<file path="config.mk">
export PLATFORM = sky130hd
export DESIGN_NAME = chess_turn_scheduler_flat
export DESIGN_NICKNAME = d
export VERILOG_FILES = /design/src/rtl/chess_game_pkg.sv /design/src/rtl/chess_turn_scheduler_if.sv /design/src/rtl/player_countdown.sv /design/src/rtl/chess_turn_scheduler.sv /design/src/flat_wrapper.sv
export SDC_FILE = /design/constraint.sdc
export NUM_CORES = 1
export LEC_CHECK = 0
export CORE_MARGIN = 5
export CORE_UTILIZATION = 45
export DETAILED_ROUTE_END_ITERATION = 7
export PLACE_DENSITY_LB_ADDON = 0.15
export SYNTH_ARGS = -nofsm -noshare
export SYNTH_HDL_FRONTEND = slang
export SYNTH_SLANG_ARGS = --single-unit
</file>
<file path="constraint.sdc">
create_clock -name OutClock -period 2.52 [get_ports OutClock]
set_input_delay 0.504 -clock OutClock [delete_from_list [all_inputs] [get_ports OutClock]]
set_output_delay 0.504 -clock OutClock [all_outputs]
set_load 0.03 [all_outputs]
</file>
<file path="src/rtl/chess_game_pkg.sv">
// Shared definitions for the timed chess game: FSM state encoding and
// player encoding (the board-layout matrix uses the same player values).
package chess_game_pkg;

  localparam logic [2:0] IDLE      = 3'd0;
  localparam logic [2:0] RUN_WHITE = 3'd1;
  localparam logic [2:0] RUN_BLACK = 3'd2;
  localparam logic [2:0] PAUSED    = 3'd3;
  localparam logic [2:0] GAME_OVER = 3'd4;

  localparam logic WHITE_PLAYER = 1'b1;
  localparam logic BLACK_PLAYER = 1'b0;

  // Running state that belongs to a given player.
  function automatic logic [2:0] runStateFor(input logic player);
    return (player == WHITE_PLAYER) ? RUN_WHITE : RUN_BLACK;
  endfunction

endpackage

</file>
<file path="src/rtl/chess_turn_scheduler_if.sv">
// Game-control bus between the board side (master) and the turn scheduler (slave).
interface chess_turn_scheduler_if #(
  parameter int TIME_WIDTH = 10
);

  logic                  StartGame;
  logic                  PauseSwitch;
  logic                  MoveCommit;
  logic                  KingCaptured;
  logic                  ActivePlayer;
  logic                  BoardEnable;
  logic [TIME_WIDTH-1:0] WhiteSeconds;
  logic [TIME_WIDTH-1:0] BlackSeconds;
  logic [2:0]            GameState;
  logic                  GameOver;
  logic                  Winner;
  logic                  Timeout;

  modport master (
    output StartGame, PauseSwitch, MoveCommit, KingCaptured,
    input  ActivePlayer, BoardEnable, WhiteSeconds, BlackSeconds,
           GameState, GameOver, Winner, Timeout
  );

  modport slave (
    input  StartGame, PauseSwitch, MoveCommit, KingCaptured,
    output ActivePlayer, BoardEnable, WhiteSeconds, BlackSeconds,
           GameState, GameOver, Winner, Timeout
  );

endinterface

</file>
<file path="src/rtl/player_countdown.sv">
// One player's remaining-time counter: reloads to the starting time,
// adds the per-move increment with saturation and counts down without underflow.
module player_countdown #(
  parameter int TIME_WIDTH        = 10,
  parameter int INITIAL_SECONDS   = 300,
  parameter int INCREMENT_SECONDS = 0
) (
  input  logic                  OutClock,
  input  logic                  resetApp,
  input  logic                  load,
  input  logic                  decrement,
  input  logic                  add_increment,
  output logic [TIME_WIDTH-1:0] seconds,
  output logic                  one_left
);

  localparam logic [TIME_WIDTH-1:0] INIT_VALUE = TIME_WIDTH'(INITIAL_SECONDS);
  localparam logic [TIME_WIDTH:0]   SAT_LIMIT  = {1'b0, {TIME_WIDTH{1'b1}}};

  logic [TIME_WIDTH-1:0] nextSeconds;
  logic [TIME_WIDTH:0]   sumSeconds;

  // The next decrement empties the clock (one second left, or already zero).
  assign one_left = (seconds <= TIME_WIDTH'(1));

  // Next counter value: load, then saturating increment, then guarded decrement.
  always_comb begin
    nextSeconds = seconds;
    sumSeconds  = {1'b0, seconds} + (TIME_WIDTH+1)'(INCREMENT_SECONDS);
    if (load) begin
      nextSeconds = INIT_VALUE;
    end else if (add_increment) begin
      if (sumSeconds > SAT_LIMIT) begin
        nextSeconds = {TIME_WIDTH{1'b1}};
      end else begin
        nextSeconds = sumSeconds[TIME_WIDTH-1:0];
      end
    end else if (decrement) begin
      if (seconds != {TIME_WIDTH{1'b0}}) begin
        nextSeconds = seconds - TIME_WIDTH'(1);
      end else begin
        nextSeconds = seconds;
      end
    end else begin
      nextSeconds = seconds;
    end
  end

  // Counter register, restored to the starting time on reset.
  always_ff @(posedge OutClock or posedge resetApp) begin
    if (resetApp) begin
      seconds <= INIT_VALUE;
    end else begin
      seconds <= nextSeconds;
    end
  end

endmodule

</file>
<file path="src/rtl/chess_turn_scheduler.sv">
// Turn scheduler and game clock: decides who may move, runs the per-player
// countdowns and ends the game on timeout or king capture.
module chess_turn_scheduler
  import chess_game_pkg::*;
#(
  parameter int TICKS_PER_SECOND  = 10,
  parameter int INITIAL_SECONDS   = 300,
  parameter int INCREMENT_SECONDS = 0,
  parameter int TIME_WIDTH        = 10
) (
  input logic                   OutClock,
  input logic                   resetApp,
  chess_turn_scheduler_if.slave gameBus
);

  localparam int TICK_W = (TICKS_PER_SECOND > 1) ? $clog2(TICKS_PER_SECOND) : 1;
  localparam logic [TICK_W-1:0] TICK_LAST = TICK_W'(TICKS_PER_SECOND - 1);

  logic [2:0]            gameState, nextState;
  logic [TICK_W-1:0]     tickCount, nextTick;
  logic                  savedPlayer, nextSaved;
  logic                  activePlayer, nextActive;
  logic                  boardEnable, gameOver;
  logic                  winner, nextWinner;
  logic                  timeoutFlag, nextTimeout;

  logic                  runningPlayer, runningOneLeft, tickWrap;
  logic                  decRunning, incRunning, loadClocks;
  logic                  whiteOneLeft, blackOneLeft;
  logic [TIME_WIDTH-1:0] whiteSeconds, blackSeconds;

  assign runningPlayer  = (gameState == RUN_WHITE) ? WHITE_PLAYER : BLACK_PLAYER;
  assign runningOneLeft = (runningPlayer == WHITE_PLAYER) ? whiteOneLeft : blackOneLeft;
  assign tickWrap       = (tickCount == TICK_LAST);

  player_countdown #(
    .TIME_WIDTH(TIME_WIDTH), .INITIAL_SECONDS(INITIAL_SECONDS),
    .INCREMENT_SECONDS(INCREMENT_SECONDS)
  ) whiteClock (
    .OutClock(OutClock), .resetApp(resetApp), .load(loadClocks),
    .decrement(decRunning & (runningPlayer == WHITE_PLAYER)),
    .add_increment(incRunning & (runningPlayer == WHITE_PLAYER)),
    .seconds(whiteSeconds), .one_left(whiteOneLeft)
  );

  player_countdown #(
    .TIME_WIDTH(TIME_WIDTH), .INITIAL_SECONDS(INITIAL_SECONDS),
    .INCREMENT_SECONDS(INCREMENT_SECONDS)
  ) blackClock (
    .OutClock(OutClock), .resetApp(resetApp), .load(loadClocks),
    .decrement(decRunning & (runningPlayer == BLACK_PLAYER)),
    .add_increment(incRunning & (runningPlayer == BLACK_PLAYER)),
    .seconds(blackSeconds), .one_left(blackOneLeft)
  );

  // Game FSM: a move outranks a pause request, which outranks the second tick.
  always_comb begin
    nextState   = gameState;
    nextTick    = tickCount;
    nextSaved   = savedPlayer;
    nextWinner  = winner;
    nextTimeout = timeoutFlag;
    decRunning  = 1'b0;
    incRunning  = 1'b0;
    loadClocks  = 1'b0;
    case (gameState)
      IDLE: begin
        loadClocks = 1'b1;
        if (gameBus.StartGame) begin
          nextState = RUN_WHITE;
          nextTick  = {TICK_W{1'b0}};
        end else begin
          nextState = IDLE;
        end
      end
      RUN_WHITE, RUN_BLACK: begin
        if (gameBus.MoveCommit) begin
          if (gameBus.KingCaptured) begin
            nextState   = GAME_OVER;
            nextWinner  = runningPlayer;
            nextTimeout = 1'b0;
          end else begin
            incRunning = 1'b1;
            nextState  = runStateFor(~runningPlayer);
            nextTick   = {TICK_W{1'b0}};
          end
        end else if (gameBus.PauseSwitch) begin
          nextSaved = runningPlayer;
          nextState = PAUSED;
        end else if (tickWrap) begin
          nextTick   = {TICK_W{1'b0}};
          decRunning = 1'b1;
          if (runningOneLeft) begin
            nextState   = GAME_OVER;
            nextWinner  = ~runningPlayer;
            nextTimeout = 1'b1;
          end else begin
            nextState = gameState;
          end
        end else begin
          nextTick = tickCount + TICK_W'(1);
        end
      end
      PAUSED: begin
        if (!gameBus.PauseSwitch) begin
          nextState = runStateFor(savedPlayer);
        end else begin
          nextState = PAUSED;
        end
      end
      GAME_OVER: begin
        nextState = GAME_OVER;
      end
      default: begin
        nextState = IDLE;
      end
    endcase
  end

  // Turn indicator follows the running state and holds while paused or over.
  always_comb begin
    if (nextState == RUN_WHITE) begin
      nextActive = WHITE_PLAYER;
    end else if (nextState == RUN_BLACK) begin
      nextActive = BLACK_PLAYER;
    end else begin
      nextActive = activePlayer;
    end
  end

  // State and registered outputs, all updated on the same edge.
  always_ff @(posedge OutClock or posedge resetApp) begin
    if (resetApp) begin
      gameState    <= IDLE;
      tickCount    <= {TICK_W{1'b0}};
      savedPlayer  <= WHITE_PLAYER;
      activePlayer <= WHITE_PLAYER;
      boardEnable  <= 1'b0;
      gameOver     <= 1'b0;
      winner       <= 1'b0;
      timeoutFlag  <= 1'b0;
    end else begin
      gameState    <= nextState;
      tickCount    <= nextTick;
      savedPlayer  <= nextSaved;
      activePlayer <= nextActive;
      boardEnable  <= (nextState == RUN_WHITE) || (nextState == RUN_BLACK);
      gameOver     <= (nextState == GAME_OVER);
      winner       <= nextWinner;
      timeoutFlag  <= nextTimeout;
    end
  end

  assign gameBus.ActivePlayer = activePlayer;
  assign gameBus.BoardEnable  = boardEnable;
  assign gameBus.WhiteSeconds = whiteSeconds;
  assign gameBus.BlackSeconds = blackSeconds;
  assign gameBus.GameState    = gameState;
  assign gameBus.GameOver     = gameOver;
  assign gameBus.Winner       = winner;
  assign gameBus.Timeout      = timeoutFlag;

endmodule

</file>
<file path="src/flat_wrapper.sv">
// flat-port wrapper written by rule: the top's interface ports become plain ports
module chess_turn_scheduler_flat import chess_game_pkg::*;
#(
  parameter int TICKS_PER_SECOND  = 10,
  parameter int INITIAL_SECONDS   = 300,
  parameter int INCREMENT_SECONDS = 0,
  parameter int TIME_WIDTH        = 10
)
  (OutClock, resetApp, gameBus_StartGame, gameBus_PauseSwitch, gameBus_MoveCommit, gameBus_KingCaptured, gameBus_ActivePlayer, gameBus_BoardEnable, gameBus_WhiteSeconds, gameBus_BlackSeconds, gameBus_GameState, gameBus_GameOver, gameBus_Winner, gameBus_Timeout);
  chess_turn_scheduler_if #(.TIME_WIDTH(TIME_WIDTH)) gameBus_i ();
  input logic OutClock;
  input logic resetApp;
  input wire logic [$bits(gameBus_i.StartGame)-1:0] gameBus_StartGame;
  input wire logic [$bits(gameBus_i.PauseSwitch)-1:0] gameBus_PauseSwitch;
  input wire logic [$bits(gameBus_i.MoveCommit)-1:0] gameBus_MoveCommit;
  input wire logic [$bits(gameBus_i.KingCaptured)-1:0] gameBus_KingCaptured;
  output wire logic [$bits(gameBus_i.ActivePlayer)-1:0] gameBus_ActivePlayer;
  output wire logic [$bits(gameBus_i.BoardEnable)-1:0] gameBus_BoardEnable;
  output wire logic [$bits(gameBus_i.WhiteSeconds)-1:0] gameBus_WhiteSeconds;
  output wire logic [$bits(gameBus_i.BlackSeconds)-1:0] gameBus_BlackSeconds;
  output wire logic [$bits(gameBus_i.GameState)-1:0] gameBus_GameState;
  output wire logic [$bits(gameBus_i.GameOver)-1:0] gameBus_GameOver;
  output wire logic [$bits(gameBus_i.Winner)-1:0] gameBus_Winner;
  output wire logic [$bits(gameBus_i.Timeout)-1:0] gameBus_Timeout;
  assign gameBus_i.StartGame = gameBus_StartGame;
  assign gameBus_i.PauseSwitch = gameBus_PauseSwitch;
  assign gameBus_i.MoveCommit = gameBus_MoveCommit;
  assign gameBus_i.KingCaptured = gameBus_KingCaptured;
  assign gameBus_ActivePlayer = gameBus_i.ActivePlayer;
  assign gameBus_BoardEnable = gameBus_i.BoardEnable;
  assign gameBus_WhiteSeconds = gameBus_i.WhiteSeconds;
  assign gameBus_BlackSeconds = gameBus_i.BlackSeconds;
  assign gameBus_GameState = gameBus_i.GameState;
  assign gameBus_GameOver = gameBus_i.GameOver;
  assign gameBus_Winner = gameBus_i.Winner;
  assign gameBus_Timeout = gameBus_i.Timeout;
  chess_turn_scheduler #(.TICKS_PER_SECOND(TICKS_PER_SECOND), .INITIAL_SECONDS(INITIAL_SECONDS), .INCREMENT_SECONDS(INCREMENT_SECONDS), .TIME_WIDTH(TIME_WIDTH)) u_core (.OutClock(OutClock), .resetApp(resetApp), .gameBus(gameBus_i));
endmodule
</file>
==> results.tsv <==
metric	value	unit
outcome	complete, no violations	
kind of end point of the critical path	flop	
Synthesis Warnings	0	
Layout Cells excl Fill	287	
Setup Crit Path Kind	flop to flop	
largest net degree at the start of global routing	34	
Final Total Pwr	1.90	mW
skew final	0.00541	ns
FFs w/ async S/R, synth	1.00	
ANT cells	0	
top cells by area, synth	dfrtp_1, dfstp_2, ha_1, o21ai_0, mux2i_1	
drt drc	0	
r2r startpoint	u_core.blackClock.seconds[6]$_DFFE_PP0P_	
Pwr Density	788	mW/mm²
Crit path required time	2.72	ns
Hold Path Class	flop to flop	
Starting Density	0.467	
Setup-failing EPs final	0	
Hold Buf Count CTS	0	
full die area	0.00561	mm²
leakage	0.956	nW
Syn Area/Cell	9.78	µm²
placed inst area	0.00232	mm²
startpoint types	flop	
critical path arrival	2.44	ns
PostCTS Resize Cnt	0	
Die X	74.9	µm
#FFs+latches synth	33	
post-route clock period utilization	0.888	
Overflow after GRT	0	
instance count of the mapped netlist	194	
TritonRoute pass-1 iters	4	
min-delay src	u_core.gameBus.Timeout$_DFFE_PP0P_	
WHS Path Cells	1	
unrepaired setup endpoints after global routing	false	
crit path cell chain	nor4_1, o2111ai_1, a2111o_1, o31a_1, maj3_2	
FP Rows	23	
Routed WL per cell	14.4	µm
TritonCTS clock tree	built	
Routed Antenna Nets	0	
share of the synthesized area in the top cell type	0.303	
io pins	34	
initial antenna violation count	0	
Die H	74.9	µm
fin crit period	2.24	ns
PortBufs	33	
terminus of the critical flop-to-flop path	u_core.gameBus.ActivePlayer$_DFFE_PP1P_	
post-synthesis sequential area ratio	0.442	
Slowest cell on crit path	a2111o_1	
critical path's largest stage delay	0.49	ns
Inst Count DP	279	
max_cap viols	0	
DP HPWL	3.15	mm
total core area	0.00406	mm²
syn nets	208	
vias in the first global route	1590	
insertion delay to the later sink of the worst-skew pair	0.28	ns
final WL	4.14	mm
Synth area leader	dfrtp_1	
CTS Buffer Depth	2	
CTS H-tree lvls	2	
vias	1612	
cell count of the worst reg-to-reg path	5	
clock buffer count from CTS	5	
nets	250	
leading register cell type out of synthesis	dfrtp_1	
setup TNS	0	ns
Starting DRT DRC Count	96	
Reg clk slew, reported paths	0.06	ns
r2r setup slk	0.28	ns
Peak supply drop	0.588	mV
largest fanout on the critical path	6	
Final Instance Area	0.00241	mm²
Worst-Margin Slew	0.537	ns
Hold Vio Cnt, Final	0	
Final Max Tran Viols	0	
synth-to-layout area growth	26.9	%
RD Place Congestion	0.815	
share of cells above drive strength 1	0.148	
first-pass GRT wire length	7.16	mm
Root Buffer Master	clkbuf_8	
Distinct cells, synth	49	
clock sink count	33	
area of the mapped netlist	0.00190	mm²
Slew Limit Headroom	0.641	
FMAX	0.447	GHz
post-CTS setup buffers	0	
hold endpoint	u_core.gameBus.Timeout$_DFFE_PP0P_	
DR vias/cell	5.62	
Total GRT Usage	0.168	
Post-synth EDFFs	0	
==> cell usage after synthesis, drive strengths merged, types with 2 or more instances <==
cell type	n
xnor2	3
and3	2
nor2	9
nand3	11
o2111ai	3
o31ai	3
dfstp	10
or4	6
nand2b	2
a21o	2
or3	12
nor3b	2
ha	8
mux2i	6
dfrtp	23
nor4	5
a21oi	5
nand4	7
xor2	3
buf	3
nor2b	3
nand2	16
o21ai	15
nand3b	4
inv	9
clkbuf	4
==> registers in the layout (all words and copies together), names as in the netlist <==
| name | count |
|---|---|
| u_core.tickCount | 4 |
| u_core.savedPlayer | 1 |
| u_core.gameBus.Timeout | 1 |
| u_core.gameBus.GameState | 3 |
| u_core.whiteClock.seconds | 10 |
| u_core.blackClock.seconds | 10 |
| u_core.gameBus.GameOver | 1 |
| u_core.gameBus.BoardEnable | 1 |
| u_core.gameBus.ActivePlayer | 1 |
| u_core.gameBus.Winner | 1 |
==> report_power, final <==
part	internal, mW	switching (mW)
combinational	0.332	0.439
sequential	0.621	0.103
clock	0.223	0.179
==> metal layers <==
metal / track usage / wire length (µm) / up-vias
li1: - / - / 799
met1: 0.203 / 1800 / 770
met2: 0.272 / 2050 / 38
met3: 0.0494 / 233 / 5
met4: 0.0870 / 55 / 0
met5: 0 / 0 / -
==> placed cells by master (no fill, tap or decap), drive strengths merged, types with 4 or more instances in the layout <==
| cell | synthesis | layout |
|---|---|---|
| clkdlybuf4s50 | 0 | 33 |
| dfrtp | 23 | 23 |
| nand2 | 16 | 16 |
| o21ai | 15 | 15 |
| or3 | 12 | 12 |
| nand3 | 11 | 11 |
| buf | 3 | 10 |
| dfstp | 10 | 10 |
| nor2 | 9 | 9 |
| inv | 9 | 9 |
| ha | 8 | 8 |
| clkbuf | 4 | 8 |
| nand4 | 7 | 7 |
| mux2i | 6 | 6 |
| or4 | 6 | 6 |
| nor4 | 5 | 5 |
| a21oi | 5 | 5 |
| nand3b | 4 | 4 |
==> worst max-delay path by stage <==
| stage | startpoint | end | slack [ns] | cells after the start |
|---|---|---|---|---|
| after floorplan | u_core.gameBus.GameState[2]$_DFF_PP0_ | u_core.gameBus.Winner$_DFFE_PP0P_ | 0.24 | 7 |
| after global placement | gameBus_PauseSwitch | u_core.whiteClock.seconds[7]$_DFFE_PP0P_ | 0.27 | 6 |
| after detailed placement | gameBus_PauseSwitch | u_core.whiteClock.seconds[7]$_DFFE_PP0P_ | 0.22 | 6 |
| after CTS | u_core.blackClock.seconds[6]$_DFFE_PP0P_ | u_core.gameBus.ActivePlayer$_DFFE_PP1P_ | 0.29 | 5 |
| after global routing | u_core.blackClock.seconds[2]$_DFFE_PP1P_ | u_core.gameBus.Winner$_DFFE_PP0P_ | 0.13 | 5 |
| final | u_core.blackClock.seconds[6]$_DFFE_PP0P_ | u_core.gameBus.ActivePlayer$_DFFE_PP1P_ | 0.28 | 5 |
==> critical path: cells and delay by family (launching register included) <==
kind | cells | cell delay, ns
adder cells (fa/ha/maj) | 1 | 0.31
AND/OR/NAND/NOR | 1 | 0.41
AO/OA/AOI/OAI | 3 | 1.01
flip-flops | 1 | 0.43
==> stage by stage <==
step / setup slack [ns] / hold WS (ns) / util
final: 0.283 / 0.496 / 0.593
after global routing: 0.132 / 0.524 / 0.593
after CTS: 0.287 / 0.499 / 0.593
after detailed placement: 0.223 / 0.490 / 0.571
after global placement: 0.274 / 0.473 / 0.571
after floorplan: 0.239 / 0.457 / -
==> kinds of logic (layout without fill, tap and decap cells) <==
logic type,count (synthesis),in the layout,share of synthesized area
adder cells (fa/ha/maj),9,9,0.0587
AO/OA/AOI/OAI,37,37,0.128
XOR/XNOR,6,6,0.0277
AND/OR/NAND/NOR,85,85,0.263
buffers and inverters,17,60,0.0429
multiplexers,7,7,0.0376
flip-flops,33,33,0.442
==> area by class of cell <==
cell class | instances | area (µm²)
Multi-Input combinational cell | 144 | 977
Sequential cell | 33 | 838
Timing Repair Buffer | 43 | 405
Fill cell | 354 | 1650
Clock buffer | 8 | 90.1
Tap cell | 50 | 62.6
Inverter | 9 | 33.8
No activity file was read; power rests on OpenSTA's default activity.
